File: config.mk
export PLATFORM = sky130hd
export DESIGN_NAME = input_cond
export DESIGN_NICKNAME = d
export VERILOG_FILES = /design/src/rtl/input_cond.sv
export SDC_FILE = /design/constraint.sdc
export NUM_CORES = 1
export LEC_CHECK = 0
export ABC_CLOCK_PERIOD_IN_PS = 3100
export BUFFER_PORTS_ARGS = -buffer_cell sky130_fd_sc_hd__clkbuf_2
export CAP_MARGIN = 20
export CORE_MARGIN = 2
export CORE_UTILIZATION = 52
export CTS_CLUSTER_SIZE = 30
export DETAILED_ROUTE_END_ITERATION = 10
export PLACE_DENSITY = 0.73
export REMOVE_ABC_BUFFERS = 1
export SLEW_MARGIN = 40
export SYNTH_ARGS = -nofsm -noshare
export SYNTH_HDL_FRONTEND = slang
export SYNTH_SLANG_ARGS = --single-unit
File: constraint.sdc
create_clock -name clk27 -period 3.1 [get_ports clk27]
set_input_delay 0.62 -clock clk27 [delete_from_list [all_inputs] [get_ports clk27]]
set_output_delay 0.62 -clock clk27 [all_outputs]
set_load 0.005 [all_outputs]
File: src/rtl/input_cond.sv
// Input conditioner: per-channel synchronizer + debounce with edge pulses, plus an inactivity timer.
// Latency: input step to in_stable/in_rise/in_fall is SYNC_STAGES+DB_CYCLES cycles; timeout is one cycle behind tick_cnt.
// Backpressure: none; every output is a free-running registered level or a one-cycle pulse.
// Optional feature macro INPUT_COND_EDGE_WAKE_EN: debounced edge pulses also count as activity and restart the timer.
module input_cond #(
    parameter int NUM_IN      = 2,
    parameter int SYNC_STAGES = 2,
    parameter int DB_CYCLES   = 27000,
    parameter int MS_DIV      = 27000,
    parameter int TO_WIDTH    = 15
) (
    input  logic                clk27,
    input  logic                reset,
    input  logic [NUM_IN-1:0]   in_async,
    input  logic                activity_evt,
    input  logic                to_en,
    input  logic [TO_WIDTH-1:0] to_thresh,
    output logic [NUM_IN-1:0]   in_stable,
    output logic [NUM_IN-1:0]   in_rise,
    output logic [NUM_IN-1:0]   in_fall,
    output logic [TO_WIDTH-1:0] tick_cnt,
    output logic                timeout
);

    // Counter widths: the debounce counter only needs to reach DB_CYCLES-1,
    // the prescaler only MS_DIV-1 (MS_DIV >= 2 keeps PW >= 1).
    localparam int DBW = (DB_CYCLES > 1) ? $clog2(DB_CYCLES) : 1;
    localparam int PW  = $clog2(MS_DIV);

    localparam logic [DBW-1:0]      DB_LAST    = DBW'(DB_CYCLES - 1);
    localparam logic [PW-1:0]       PRESC_LAST = PW'(MS_DIV - 1);
    localparam logic [TO_WIDTH-1:0] TICK_MAX   = '1;

    // ------------------------------------------------------------------
    // Synchronizer chain: stage 0 samples the raw pins, last stage is the
    // only one the debouncer looks at.
    // ------------------------------------------------------------------
    logic [NUM_IN-1:0] sync_q [SYNC_STAGES];
    logic [NUM_IN-1:0] sync_out;

    assign sync_out = sync_q[SYNC_STAGES-1];

    // Shift every channel one stage per clock; reset flushes the chain.
    always_ff @(posedge clk27) begin
        if (reset) begin
            for (int s = 0; s < SYNC_STAGES; s++) begin
                sync_q[s] <= '0;
            end
        end else begin
            sync_q[0] <= in_async;
            for (int s = 1; s < SYNC_STAGES; s++) begin
                sync_q[s] <= sync_q[s-1];
            end
        end
    end

    // ------------------------------------------------------------------
    // Debounce: a channel's counter runs only while the synchronized value
    // disagrees with the accepted level. Any cycle of agreement clears it,
    // so a glitch must persist DB_CYCLES consecutive cycles to be accepted.
    // ------------------------------------------------------------------
    logic [DBW-1:0]    db_cnt_q [NUM_IN];
    logic [DBW-1:0]    db_cnt_d [NUM_IN];
    logic [NUM_IN-1:0] stable_q, stable_d;
    logic [NUM_IN-1:0] rise_q,   rise_d;
    logic [NUM_IN-1:0] fall_q,   fall_d;

    // Next-state for counters, accepted level and edge pulses.
    always_comb begin
        stable_d = stable_q;
        rise_d   = '0;
        fall_d   = '0;
        for (int c = 0; c < NUM_IN; c++) begin
            db_cnt_d[c] = '0;
            if (sync_out[c] != stable_q[c]) begin
                if (db_cnt_q[c] == DB_LAST) begin
                    // Qualified: accept the new level and flag the edge in
                    // the same cycle the level changes. Counter restarts.
                    stable_d[c] = sync_out[c];
                    rise_d[c]   = sync_out[c];
                    fall_d[c]   = ~sync_out[c];
                end else begin
                    db_cnt_d[c] = db_cnt_q[c] + DBW'(1);
                end
            end
        end
    end

    // Register debounce state; reset aborts any qualification in progress
    // and never produces an edge pulse on entry or exit.
    always_ff @(posedge clk27) begin
        if (reset) begin
            for (int c = 0; c < NUM_IN; c++) begin
                db_cnt_q[c] <= '0;
            end
            stable_q <= '0;
            rise_q   <= '0;
            fall_q   <= '0;
        end else begin
            for (int c = 0; c < NUM_IN; c++) begin
                db_cnt_q[c] <= db_cnt_d[c];
            end
            stable_q <= stable_d;
            rise_q   <= rise_d;
            fall_q   <= fall_d;
        end
    end

    assign in_stable = stable_q;
    assign in_rise   = rise_q;
    assign in_fall   = fall_q;

    // ------------------------------------------------------------------
    // Activity detection: the CPU toggles activity_evt, so any change from
    // the previously sampled level is one event.
    // ------------------------------------------------------------------
    logic evt_prev_q;
    logic activity;

    // Track the last sampled level, including during reset, so a level held
    // across reset release is not mistaken for a fresh event.
    always_ff @(posedge clk27) begin
        evt_prev_q <= activity_evt;
    end

`ifdef INPUT_COND_EDGE_WAKE_EN
    // Debounced edges on any channel also restart the inactivity timer.
    assign activity = (activity_evt != evt_prev_q) | (|(rise_q | fall_q));
`else
    // Only the CPU event restarts the timer; debounced edges are ignored here.
    assign activity = (activity_evt != evt_prev_q);
`endif

    // ------------------------------------------------------------------
    // Inactivity timer: prescaler divides clk27 down to ticks, tick counter
    // saturates at all-ones. Activity clears both and beats a coincident wrap.
    // ------------------------------------------------------------------
    logic [PW-1:0]       presc_q, presc_d;
    logic [TO_WIDTH-1:0] tick_q,  tick_d;
    logic                timeout_q, timeout_d;
    logic                wrap;

    assign wrap = (presc_q == PRESC_LAST);

    // Next-state for prescaler, tick counter and timeout flag.
    always_comb begin
        presc_d = presc_q;
        tick_d  = tick_q;
        if (activity) begin
            presc_d = '0;
            tick_d  = '0;
        end else if (wrap) begin
            presc_d = '0;
            if (tick_q != TICK_MAX) begin
                tick_d = tick_q + TO_WIDTH'(1);
            end
        end else begin
            presc_d = presc_q + PW'(1);
        end
        // Threshold and enable are sampled live; compare uses the current
        // count, so the flag trails tick_cnt by one cycle.
        timeout_d = to_en && (tick_q >= to_thresh);
    end

    // Register timer state.
    always_ff @(posedge clk27) begin
        if (reset) begin
            presc_q   <= '0;
            tick_q    <= '0;
            timeout_q <= 1'b0;
        end else begin
            presc_q   <= presc_d;
            tick_q    <= tick_d;
            timeout_q <= timeout_d;
        end
    end

    assign tick_cnt = tick_q;
    assign timeout  = timeout_q;

endmodule

# Yosys cells after proc, flatten, opt, wreduce, memory -nomap -nowiden
# Memories as Yosys holds them, arrays and structs flattened.
# Cells that the tools add are included.
[word_totals] out_inout_bits=22 elab_cells=53 regBits=38 input_bits=21 ramBits=34 n_memories=2
[memory_table] name="db_cnt_q" words=2 width=15 read_ports=2 rd_ports_with_merged_regs=0 write_ports=2 line_no="62" text="logic [DBW-1:0] db_cnt_q [NUM_IN];"
[memory_table] name="sync_q" words=2 width=2 read_ports=2 rd_ports_with_merged_regs=0 write_ports=2 line_no="38" text="logic [NUM_IN-1:0] sync_q [SYNC_STAGES];"
[op_classes] n_bitwise=10 n_mux=11 order_cmp=1 n_eq_ne=7 n_reduce_logical=8 addsub=4
[ops] cell="$mux W15" n=6
[ops] cell="$add A15 B1 Y15 const B" n=4
[ops] cell="$eq A15 B15 Y1 const B" n=3
[ops] cell="$ge A15 B15 Y1" n=1
[ops] cell="$ne A15 B15 Y1 const B" n=1
[ops] cell="$reduce_or A3 Y1" n=3
[ops] cell="$not A1 Y1" n=6
[ops] cell="$reduce_and A2 Y1" n=3
[ops] cell="$mux W2" n=2
[ops] cell="$or A1 B1 Y1" n=4
[ops] cell="$mux W1" n=3
[ops] cell="$ne A1 B1 Y1" n=3
[ops] cell="$reduce_or A2 Y1" n=1
[ops] cell="$logic_and A1 B1 Y1" n=1

# Depth between registers and ports, before layout
# Gate-level depths: netlist (run 1).
[logic_depth] word_depth=4 ltp_mapped=7

# Worst setup path after synthesis (run 1)
# Ideal clock, no wire load.
[synth_path] path_type="register to register" start="register presc_q[0]" end="register tick_q[5], in the netlist tick_cnt[5]" path_slack_ns=0.902 setup_ns=0.071 path_stages_with_launch=8 period_less_slack_ns=2.198 arrival_time_ns=2.128 t_required_ns=3.029 path_cell_list="dfxtp_1 ha_1 nand4bb_1 or4_4 buf_6 a21o_1 or4_1 a21oi_1"
[synth_via] elab_chain_len=2
[synth_lines] item="start: declaration" line_no="138" text="logic [PW-1:0] presc_q, presc_d;"
[synth_lines] item="start signal: assignment" line_no="172" text="presc_q <= presc_d;"
[synth_lines] item="$eq A15 B15 Y1" line_no="143" text="assign wrap = (presc_q == PRESC_LAST);"
[synth_lines] item="$reduce_and A2 Y1 (no source line)"
[synth_lines] item="end signal: assignment" line_no="173" text="tick_q <= tick_d;"
[synth_lines] item="end: declaration" line_no="139" text="logic [TO_WIDTH-1:0] tick_q, tick_d;"
# Every way passes these cells.
# A chain may end at the register's enable or synchronous reset.

# Final worst setup path (run 1)
# Ends and elaborated chain as after synthesis.

==> results of run 1 <==
-- cells in the final DEF, fill, tap and decap left out, drive strengths merged, types with 2 or more instances in the layout --
cell type,instances
ha,19
nor2b,5
nand3,22
a211oi,4
nor4bb,2
clkbuf,56
inv,19
xnor2,21
xor2,25
a21o,2
nand4,13
and4,4
and3,9
dfxtp,72
or4,3
mux2i,2
nor4,2
nor3,8
nand4bb,2
a2111oi,2
nand2,29
o21ai,6
a21oi,12
nand3b,2
nor2,68
nor4b,5
o41ai,2
-- report_power, final --
part           total [mW]  internal [mW]  switching [mW]  leakage [nW]
Combinational      0.0533         0.0222          0.0311         0.807
Sequential          0.934          0.930         0.00403         0.581
Clock               0.800          0.459           0.341         0.113
Total                1.79           1.41           0.376          1.50
-- sequential cells by signal, summed over array words and instances (netlist names) --
signal      flops
db_cnt_q       30
evt_prev_q      1
in_fall         2
in_rise         2
in_stable       2
presc_q        15
sync_q          4
tick_cnt       15
timeout         1
-- cells by family (layout without fill, tap and decap cells) --
family	count (synthesis)	after routing
AO/OA/AOI/OAI	36	36
XOR/XNOR	46	46
adder cells (fa/ha/maj)	19	19
buffers and inverters	28	77
flip-flops	72	72
multiplexers	2	2
AND/OR/NAND/NOR	182	182
-- synthesized netlist by cell type (all sizes together) (2+ instances only) --
| library cell | n | area, um2 |
|---|---|---|
| and3 | 9 | 58.80 |
| a211oi | 4 | 30.03 |
| nor4 | 2 | 12.51 |
| nand4bb | 2 | 22.52 |
| a21o | 2 | 15.01 |
| o41ai | 2 | 17.52 |
| nor2b | 5 | 31.28 |
| mux2i | 2 | 20.02 |
| ha | 19 | 237.7 |
| nand3 | 22 | 110.1 |
| nor4bb | 2 | 20.02 |
| nand2 | 29 | 108.9 |
| nor4b | 5 | 43.79 |
| nor3 | 8 | 40.04 |
| nand4 | 13 | 81.33 |
| xor2 | 25 | 219.0 |
| or4 | 3 | 26.27 |
| nand3b | 2 | 15.01 |
| clkbuf | 7 | 26.28 |
| xnor2 | 21 | 183.9 |
| o21ai | 6 | 30.03 |
| a21oi | 12 | 60.06 |
| dfxtp | 72 | 1441 |
| and4 | 4 | 35.03 |
| a2111oi | 2 | 36.29 |
| inv | 19 | 71.32 |
| nor2 | 68 | 255.2 |
| buf | 2 | 15.01 |
-- final cells by class --
cell class / count / area [um2]
fillers: 569 / 2439
multi-input cells: 285 / 1838
clock inverters: 2 / 35.03
inverters: 19 / 71.32
flip-flops and latches: 72 / 1441
clock buffers: 14 / 182.7
well taps: 77 / 96.34
repair buffers: 42 / 210.2
-- per-stage QoR --
stage	hold slack (ns)	cell area, um2
6_report	0.4010	3875
5_1_grt	0.4022	3875
4_1_cts	0.3948	3875
3_5_place_dp	0.4310	3657
3_3_place_gp	0.4184	3657
2_1_floorplan	0.4138	3351
-- worst paths after layout --
kind,from,endpoint,cells past startpoint
max,presc_q[0]$_SDFF_PP0_,tick_cnt[5]$_SDFFE_PP0P_,6
min,activity_evt,evt_prev_q$_DFF_P_,1
max reg2reg,presc_q[0]$_SDFF_PP0_,tick_cnt[5]$_SDFFE_PP0P_,6
min reg2reg,sync_q[0][0]$_SDFF_PP0_,sync_q[0][2]$_SDFF_PP0_,1
-- routing by layer --
metal	up-vias	part of all wire [%]	track usage (%)
met2	43	44	29.28
li1	1430	-	-
met5	-	0	0
met3	9	4.5	6.588
met4	0	1.3	7.648
met1	1251	50	24.28
-- worst max-delay path: stages (launching register included) --
cell and delay, ns:
dfxtp_1 0.37, ha_1 0.25, nand4bb_1 0.12, or4_4 0.61, a21o_1 0.28, or4_1 0.49
a21oi_1 0.15
==> results by group, run 1 <==
Run status
  – Result of the run: completed

Detailed routing
  – Number of vias after detailed routing: between 2000 and 3000
  – Routed len/inst: 12.46 um
  – Number of violations reported at the end of detailed-routing iteration 0: 49
  – Aggregate routed wire length: ~6.4 mm
  – Remaining antenna violation count: 0
  – DRT Pass-1 Iters: 4
  – Vias per inst: between 5 and 6
  – DRC errors left: 0

Min path
  – Worst hold path type: input port to flip-flop

Timing
  – Rel. slew slack: 60.40%
  – Least setup slack across all paths after layout: 0.7669 ns
  – Number of slew-limit violations in the final report: 0
  – RSZ-0062 raised after global routing: false
  – Actual transition at the worst max-transition pin: 0.5895 ns
  – Setup TNS Final: 0 ns
  – Final setup violation count: 0
  – Share of the cycle needed by the critical path after routing: between 70 and 80%
  – Maximum frequency from static timing analysis: about 0.43 GHz
  – Final Hold Viols: 0
  – Time the final worst path needs with I/O delays and setup: 2.333 ns
  – Worst setup skew after layout: between 0.009 and 0.01 ns

Synth
  – Synthesized area per cell: 8.810 um2
  – Fraction of synthesis flops using an asynchronous set or reset pin: 0%
  – EDFF count, synth: 0
  – Synthesized-area fraction occupied by adder cells: 7.008%
  – Synth Area in XOR/XNOR: 11.88%
  – FF+latch count, synth: 72
  – Synth Area in Compound Gates: 7.562%
  – Library cells used by synthesis: between 40 and 50
  – Largest family of logic cells by synthesized area: simple AND/OR/NAND/NOR gates
  – Post-synthesis sequential area ratio: 42.49%
  – Post-synthesis cell area: approximately 3400 um2
  – Share of synthesized area spent on multiplexers: 0.5902%
  – Yosys synthesis warning count: 0
  – Synthesized instance count: 385
  – Most used flip-flop cell after synthesis: dfxtp_1
  – Simple-gate share of the synthesized area: a little over a quarter

Die
  – I/O pin count: between 40 and 50
  – Placeable core region: around 6300 um2
  – Die width: 84.77 um
  – Std-Cell Rows: 29
  – Die footprint: 7185 um2
  – Die Ht: 84.77 um
  – Starting utilization of the core area: 53.73%

Finish
  – Post-layout utilization of the core: 61.38%
  – Synthesis-to-layout area growth: 14.24%
  – Fraction of layout cells with a size suffix above 1: 14.75%
  – Final net count: 469
  – Final std cells w/o fill: 511
  – Antenna Diode Count: 0

Pwr
  – Leakage: 1.501 nW
  – Power after layout: 1.788 mW
  – Cell area power density: 461.4 nW/um2
  – IR Drop Worst-Case VDD: 0.4235 mV

CTS
  – # hold bufs at CTS: 0
  – Count of buffers added by post-CTS timing repair for setup: 0
  – Clk sinks: 72
  – Clock latency of the later-clocked register in the worst-skew pair: 0.35 ns
  – Resized Gates After CTS: 0
  – TritonCTS clock tree: done
  – Root Buffer: clkbuf_8
  – Number of buffers created by CTS: 9
  – Deepest clock path buffer count: 2
  – Post-CTS clock slew at the launch and capture registers of the worst setup and hold paths: 0.07 ns
  – Depth of the CTS H-tree: 3

Critical path
  – Worst setup slack for register-to-register paths: 0.77 ns
  – Critical Path End Type: flip-flop
  – Worst path arrival time: approximately 2.6 ns
  – Maximum net fanout on the critical path: 10
  – Startpoint kind of the worst setup timing path: flip-flop
  – Setup CP Type: flip-flop to flip-flop
  – Critical Path RT: 3.38 ns

Placed design
  – Half-perimeter wire length after placement: 4.455 mm
  – Worst setup timing slack at the placement stage: roughly 0.81 ns
  – Total of buffers placed on input and output ports: 42
  – Instance count after placement with tap cells included: about 500
  – Final GP Congestion: between 0.7 and 0.8

Global routing
  – Global-route usage over all layers: 18.95%
  – Initial antenna violation count: 0
  – Pin count of the biggest net entering global routing: 17
  – Global-route wire length before repair: 11.00 mm
  – Via count of the first global-routing pass: 2479
  – GRT overflow: 0

Flow run
  – Count of max-cap constraint violations: 0
Power figures use the tool's default switching activity.
==> inputs of run 2 (changes only) <==
--- a/config.mk
+++ b/config.mk
@@ -5,7 +5,7 @@
 export SDC_FILE = /design/constraint.sdc
 export NUM_CORES = 1
 export LEC_CHECK = 0
-export ABC_CLOCK_PERIOD_IN_PS = 3100
+export ABC_CLOCK_PERIOD_IN_PS = 2300
 export BUFFER_PORTS_ARGS = -buffer_cell sky130_fd_sc_hd__clkbuf_2
 export CAP_MARGIN = 20
 export CORE_MARGIN = 2
==> constraint.sdc (replaced) <==
create_clock -name clk27 -period 2.3 [get_ports clk27]
set_input_delay 0.46 -clock clk27 [delete_from_list [all_inputs] [get_ports clk27]]
set_output_delay 0.46 -clock clk27 [all_outputs]
set_load 0.005 [all_outputs]
==> run 2 against run 1 <==
Combinational power grew 41%. Clock skew shrank 0.0032 ns. Sequential power grew 35%. Via count grew 1.8%. Critical path depth shrank 1. First-iteration DRC count grew 100%.
==> results by group, run 2 (synthesis results as in run 1) <==
CTS
  – Clock latency of the later-clocked register in the worst-skew pair: approximately 0.34 ns
  – Number of buffers created by CTS: 9
  – TritonCTS clock tree: done
  – Post-CTS clock slew at the launch and capture registers of the worst setup and hold paths: 0.07 ns
  – Clk sinks: 72
  – Depth of the CTS H-tree: 3
  – # hold bufs at CTS: 0
  – Deepest clock path buffer count: 2
  – Root Buffer: clkbuf_8

Pwr
  – Leakage: 1.523 nW
  – Cell area power density: around 600 nW/um2
  – IR Drop Worst-Case VDD: 0.3538 mV
  – Power after layout: 2.369 mW

Critical path
  – Startpoint kind of the worst setup timing path: flip-flop
  – Slowest library cell on the worst path: or4_4
  – Cell class contributing the biggest share of worst-path delay: simple AND/OR/NAND/NOR gates
  – Chain of cells forming the critical path: nand4b_1 > or4_4 > a21o_2 > or4_1 > a21oi_1
  – Setup CP Type: flip-flop to flip-flop
  – Peak per-stage delay on the critical path: about 0.65 ns
  – Worst path arrival time: 2.42 ns
  – Critical Path End Type: flip-flop
  – Critical path buffers and inverters: 0
  – Worst setup slack for register-to-register paths: 0.15 ns
  – Critical Path RT: 2.57 ns
  – Maximum net fanout on the critical path: 10

Finish
  – Final std cells w/o fill: ~520
  – Most common library cell in the layout ignoring fill and taps: dfxtp_1
  – Register with the most flip-flops: db_cnt_q
  – Antenna Diode Count: 0
  – Register cell area after layout: 1441 um2
  – Final net count: 475
  – Commonest non-fill, non-tap cells in the layout: dfxtp_1 (72), nor2_1 (68), clkbuf_2 (42)
  – Fraction of layout cells with a size suffix above 1: 15.95%
  – Area used by multi-input combinational logic: 1839 um2
  – Max reg flops: 30
  – Synthesis-to-layout area growth: 15.27%
  – Count of filler cells inserted in the layout: 554
  – Post-layout utilization of the core: about three fifths

Global routing
  – Via count of the first global-routing pass: 2644
  – Most heavily used metal layer in global routing: met2
  – Global-route wire length before repair: about 12 mm
  – GRT overflow: 0
  – Met2 global-route usage: 30.71%
  – Met3 usage: 5.310%
  – Met1 routing resource usage after global routing: 26.12%
  – Initial antenna violation count: 0
  – Global-route usage over all layers: approximately a fifth
  – Pin count of the biggest net entering global routing: 17

Detailed routing
  – Aggregate routed wire length: 6.532 mm
  – Remaining antenna violation count: 0
  – Number of vias after detailed routing: 2783
  – DRT Pass-1 Iters: 4
  – Number of violations reported at the end of detailed-routing iteration 0: 98
  – DRC errors left: 0
  – Vias per inst: 5.393
  – Routed len/inst: 12.66 um

Die
  – Std-Cell Rows: 29
  – Die width: 84.77 um
  – Placeable core region: 6314 um2
  – Die footprint: 7185 um2
  – I/O pin count: 43
  – Die Ht: 84.77 um
  – Starting utilization of the core area: 53.73%

Timing
  – Share of the cycle needed by the critical path after routing: a little over nine tenths
  – Least setup slack across all paths after layout: 0.1457 ns
  – Setup TNS Final: 0 ns
  – Final setup violation count: 0
  – Final Hold Viols: 0
  – Maximum frequency from static timing analysis: 0.4642 GHz
  – Worst setup skew after layout: 0.006142 ns
  – Time the final worst path needs with I/O delays and setup: 2.154 ns
  – Actual transition at the worst max-transition pin: 0.5274 ns
  – Number of slew-limit violations in the final report: 0
  – RSZ-0062 raised after global routing: false
  – Rel. slew slack: approximately 64%

Run status
  – Result of the run: completed

Placed design
  – Total of buffers placed on input and output ports: 42
  – Final GP Congestion: a little under 0.8
  – Instance count after placement with tap cells included: 501
  – Half-perimeter wire length after placement: 4.744 mm
  – Worst setup timing slack at the placement stage: 0.05701 ns

Min path
  – Worst hold path type: input port to flip-flop

Flow run
  – Count of max-cap constraint violations: 0
-- run 2: changes by cell type in the layout (fill, tap and decap cells not counted) --
cell / delta
clkbuf_8: -1
clkinv_2: -1
a21o_2: +1
clkinvlp_4: +1
buf_4: +6
a21o_1: -1
-- run 2: power breakdown --
group          internal [mW]  switching, mW  total, mW
logic                 0.0312         0.0440     0.0752
registers               1.25        0.00551       1.26
clock network          0.585          0.449       1.03
total                   1.87          0.499       2.37
-- run 2: worst reg2reg max path, cell delays in order, from the launching register on --
cell,delay [ns]
dfxtp_1,0.40
nand4b_1,0.15
or4_4,0.65
a21o_2,0.28
or4_1,0.47
a21oi_1,0.14
-- run 2: final timing paths --
path | depth (start not counted) | from | endpoint
worst max-delay path | 5 | presc_q[11]$_SDFF_PP0_ | tick_cnt[5]$_SDFFE_PP0P_
worst max register to register | 5 | presc_q[11]$_SDFF_PP0_ | tick_cnt[5]$_SDFFE_PP0P_
worst min register to register | 1 | sync_q[0][0]$_SDFF_PP0_ | sync_q[0][2]$_SDFF_PP0_
worst min-delay path | 1 | activity_evt | evt_prev_q$_DFF_P_
-- run 2: what timing repair did --
item	4_1_cts	5_1_grt
setup endpoints to repair	0	3
resized for setup	0	1
buffers inserted	0	0
-- run 2: metal layers --
metal	vias to the layer above	share of wire [%]	wire, um
met3	8	4.9	319
li1	1436	-	-
met2	63	45	2965
met4	0	1.3	83
met5	-	0	0
met1	1276	48	3163
-- run 2: cell type report --
cell class	instances	area share (%)
clock buffer	13	4.320
clock inverter	2	0.9600
sequential	72	36.86
multi-input combinational	285	47.04
timing repair buffer	48	6.528
inverter	19	1.824
tap	77	2.464
-- run 2: stage by stage --
stage	hold slack [ns]	instance area, um2
2_1_floorplan	0.4138	3351
3_3_place_gp	0.4161	3702
3_5_place_dp	0.4239	3702
4_1_cts	0.2347	3909
5_1_grt	0.2429	3910
6_report	0.2488	3910
==> inputs of run 3 (changes only) <==
==> constraint.sdc (replaced) <==
create_clock -name clk27 -period 2.3 [get_ports clk27]
set_input_delay 0.69 -clock clk27 [delete_from_list [all_inputs] [get_ports clk27]]
set_output_delay 0.69 -clock clk27 [all_outputs]
set_load 0.005 [all_outputs]
==> run 3 against run 2 <==
Wire length is 3.0% lower. Maximum frequency is 0.61% lower. Clock skew is 0.0025 ns higher. Cell count is 0.39% higher. Register-to-register slack hardly changed. Total power is 5.6% lower. Die area stayed put. First-iteration DRC count is 10% lower. Clock power is 13% lower. Core utilization is 0.26 points lower. Sequential power hardly changed. Setup slack worse by 0.013 ns. Critical path type unchanged.
==> results by group, run 3 (synthesis results as in run 1) <==
Run status
  – Result of the run: completed

Timing
  – Setup TNS Final: 0 ns
  – Rel. slew slack: 64.10%
  – Share of the cycle needed by the critical path after routing: 94.24%
  – Maximum frequency from static timing analysis: about 0.46 GHz
  – Worst setup skew after layout: 0.008687 ns
  – Final setup violation count: 0
  – Time the final worst path needs with I/O delays and setup: about 2.2 ns
  – RSZ-0062 raised after global routing: false
  – Post-route worst hold slack: 0.4368 ns
  – Final Hold Viols: 0
  – Actual transition at the worst max-transition pin: 0.5343 ns
  – Number of slew-limit violations in the final report: 0

Placed design
  – Final GP Congestion: 0.7780
  – Total of buffers placed on input and output ports: 42
  – Placed standard-cell area: approximately 3700 um2
  – Half-perimeter wire length after placement: roughly 4.6 mm

Pwr
  – Leakage: 1.520 nW
  – Power after layout: 2.236 mW
  – IR Drop Worst-Case VDD: 0.4541 mV
  – Cell area power density: approximately 570 nW/um2

Detailed routing
  – DRC errors left: 0
  – DRT Pass-1 Iters: 4
  – Aggregate routed wire length: approximately 6.3 mm
  – Vias per inst: about 5.4
  – Number of vias after detailed routing: ~2800
  – Number of violations reported at the end of detailed-routing iteration 0: 88
  – Remaining antenna violation count: 0
  – Routed len/inst: 12.23 um

Finish
  – Fraction of layout cells with a size suffix above 1: 16.55%
  – Antenna Diode Count: 0
  – Synthesis-to-layout area growth: 14.79%
  – Max reg flops: 30
  – Post-layout utilization of the core: 61.67%
  – Count of filler cells inserted in the layout: 577
  – Total non-filler cell area in the finished layout: 3894 um2
  – Most common library cell in the layout ignoring fill and taps: dfxtp_1
  – Commonest non-fill, non-tap cells in the layout: dfxtp_1 (72), nor2_1 (68), clkbuf_2 (42)
  – Final net count: 476
  – Register with the most flip-flops: db_cnt_q

Critical path
  – Worst Reg-to-Reg Cells: 6
  – Startpoint kind of the worst setup timing path: flip-flop
  – Critical Path End Type: flip-flop
  – Maximum net fanout on the critical path: 10
  – Setup CP Type: flip-flop to flip-flop
  – Worst path arrival time: 2.43 ns
  – Worst setup slack for register-to-register paths: 0.13 ns
  – Critical register-to-register path startpoint: presc_q[0]$_SDFF_PP0_
  – Terminus of the critical flop-to-flop path: tick_cnt[5]$_SDFFE_PP0P_
  – Critical Path RT: 2.57 ns

Min path
  – Number of cells on the worst hold path: 1
  – Worst hold path endpoint: sync_q[0][2]$_SDFF_PP0_
  – Worst hold path type: flip-flop to flip-flop
  – Min-delay src: sync_q[0][0]$_SDFF_PP0_

CTS
  – # hold bufs at CTS: 0
  – Number of buffers created by CTS: 9
  – Root Buffer: clkbuf_8
  – Clock latency of the later-clocked register in the worst-skew pair: 0.34 ns
  – Deepest clock path buffer count: 2
  – Depth of the CTS H-tree: 3
  – TritonCTS clock tree: done
  – Post-CTS clock slew at the launch and capture registers of the worst setup and hold paths: 0.07 ns
  – Clk sinks: 72

Die
  – Die width: 84.77 um
  – Die footprint: 7185 um2
  – Placeable core region: roughly 6300 um2
  – Starting utilization of the core area: 53.73%
  – Die Ht: 84.77 um
  – Std-Cell Rows: 29
  – I/O pin count: between 40 and 50

Global routing
  – Global-route usage over all layers: between 10% and 20%
  – Global-route wire length before repair: 10.96 mm
  – Initial antenna violation count: 0
  – Via count of the first global-routing pass: 2527
  – Pin count of the biggest net entering global routing: 16
  – GRT overflow: 0

Flow run
  – Count of max-cap constraint violations: 0
run 3: cell count changes in the layout (fill, tap and decap cells not counted), sizes merged:
cell	change
buf	+1
clkinv	+4
clkbuf	-2
bufinv	-1
run 3: through the flow:
stage,setup slack [ns],cells
global route,0.02368,518
finish,0.1325,518
CTS,0.01717,518
floorplan,0.1501,376
detailed placement,0.05601,502
global placement,0.1271,502
run 3: worst max-delay path by stage:
| stage | start | to | slack [ns] | cells after the start |
|---|---|---|---|---|
| after floorplan | presc_q[0]$_SDFF_PP0_ | tick_cnt[5]$_SDFFE_PP0P_ | 0.15 | 6 |
| after global placement | presc_q[0]$_SDFF_PP0_ | tick_cnt[5]$_SDFFE_PP0P_ | 0.13 | 6 |
| after detailed placement | presc_q[0]$_SDFF_PP0_ | tick_cnt[5]$_SDFFE_PP0P_ | 0.06 | 6 |
| after CTS | presc_q[0]$_SDFF_PP0_ | tick_cnt[5]$_SDFFE_PP0P_ | 0.02 | 6 |
| after global routing | presc_q[0]$_SDFF_PP0_ | tick_cnt[5]$_SDFFE_PP0P_ | 0.02 | 6 |
| final | presc_q[0]$_SDFF_PP0_ | tick_cnt[5]$_SDFFE_PP0P_ | 0.13 | 6 |
run 3: layout make-up:
cell class	count	area, um2	share of cell area (%)
multi-input combinational	285	1839	47.24
sequential	72	1441	37.02
timing repair buffer	49	262.8	6.748
clock buffer	11	151.4	3.888
tap	77	96.34	2.474
inverter	19	71.32	1.832
clock inverter	5	31.28	0.8033
run 3: routing by layer:
metal,wire length (um),vias to the layer above,part of all wire (%),global-route usage (%)
met2,2852,61,45,30.35
li1,-,1435,-,-
met5,0,-,0,0
met1,3112,1288,49,23.79
met4,50,0,0.79,5.195
met3,322,6,5.1,6.686
run 3: what timing repair did:
item	CTS	global route
buffers inserted	0	0
resized for setup	0	1
setup endpoints to repair	0	4
run 3: where the power goes:
| part | switching (mW) | internal, mW |
|---|---|---|
| clock network | 0.453 | 0.446 |
| registers | 0.00526 | 1.25 |
| logic | 0.0435 | 0.0343 |
run 3: worst max-delay path, stage by stage, from the launching register on:
cell       delay [ns]
dfxtp_1          0.37
ha_1             0.19
nand4bb_1        0.12
or4_4            0.52
a21o_2           0.28
or4_1            0.47
a21oi_1          0.14
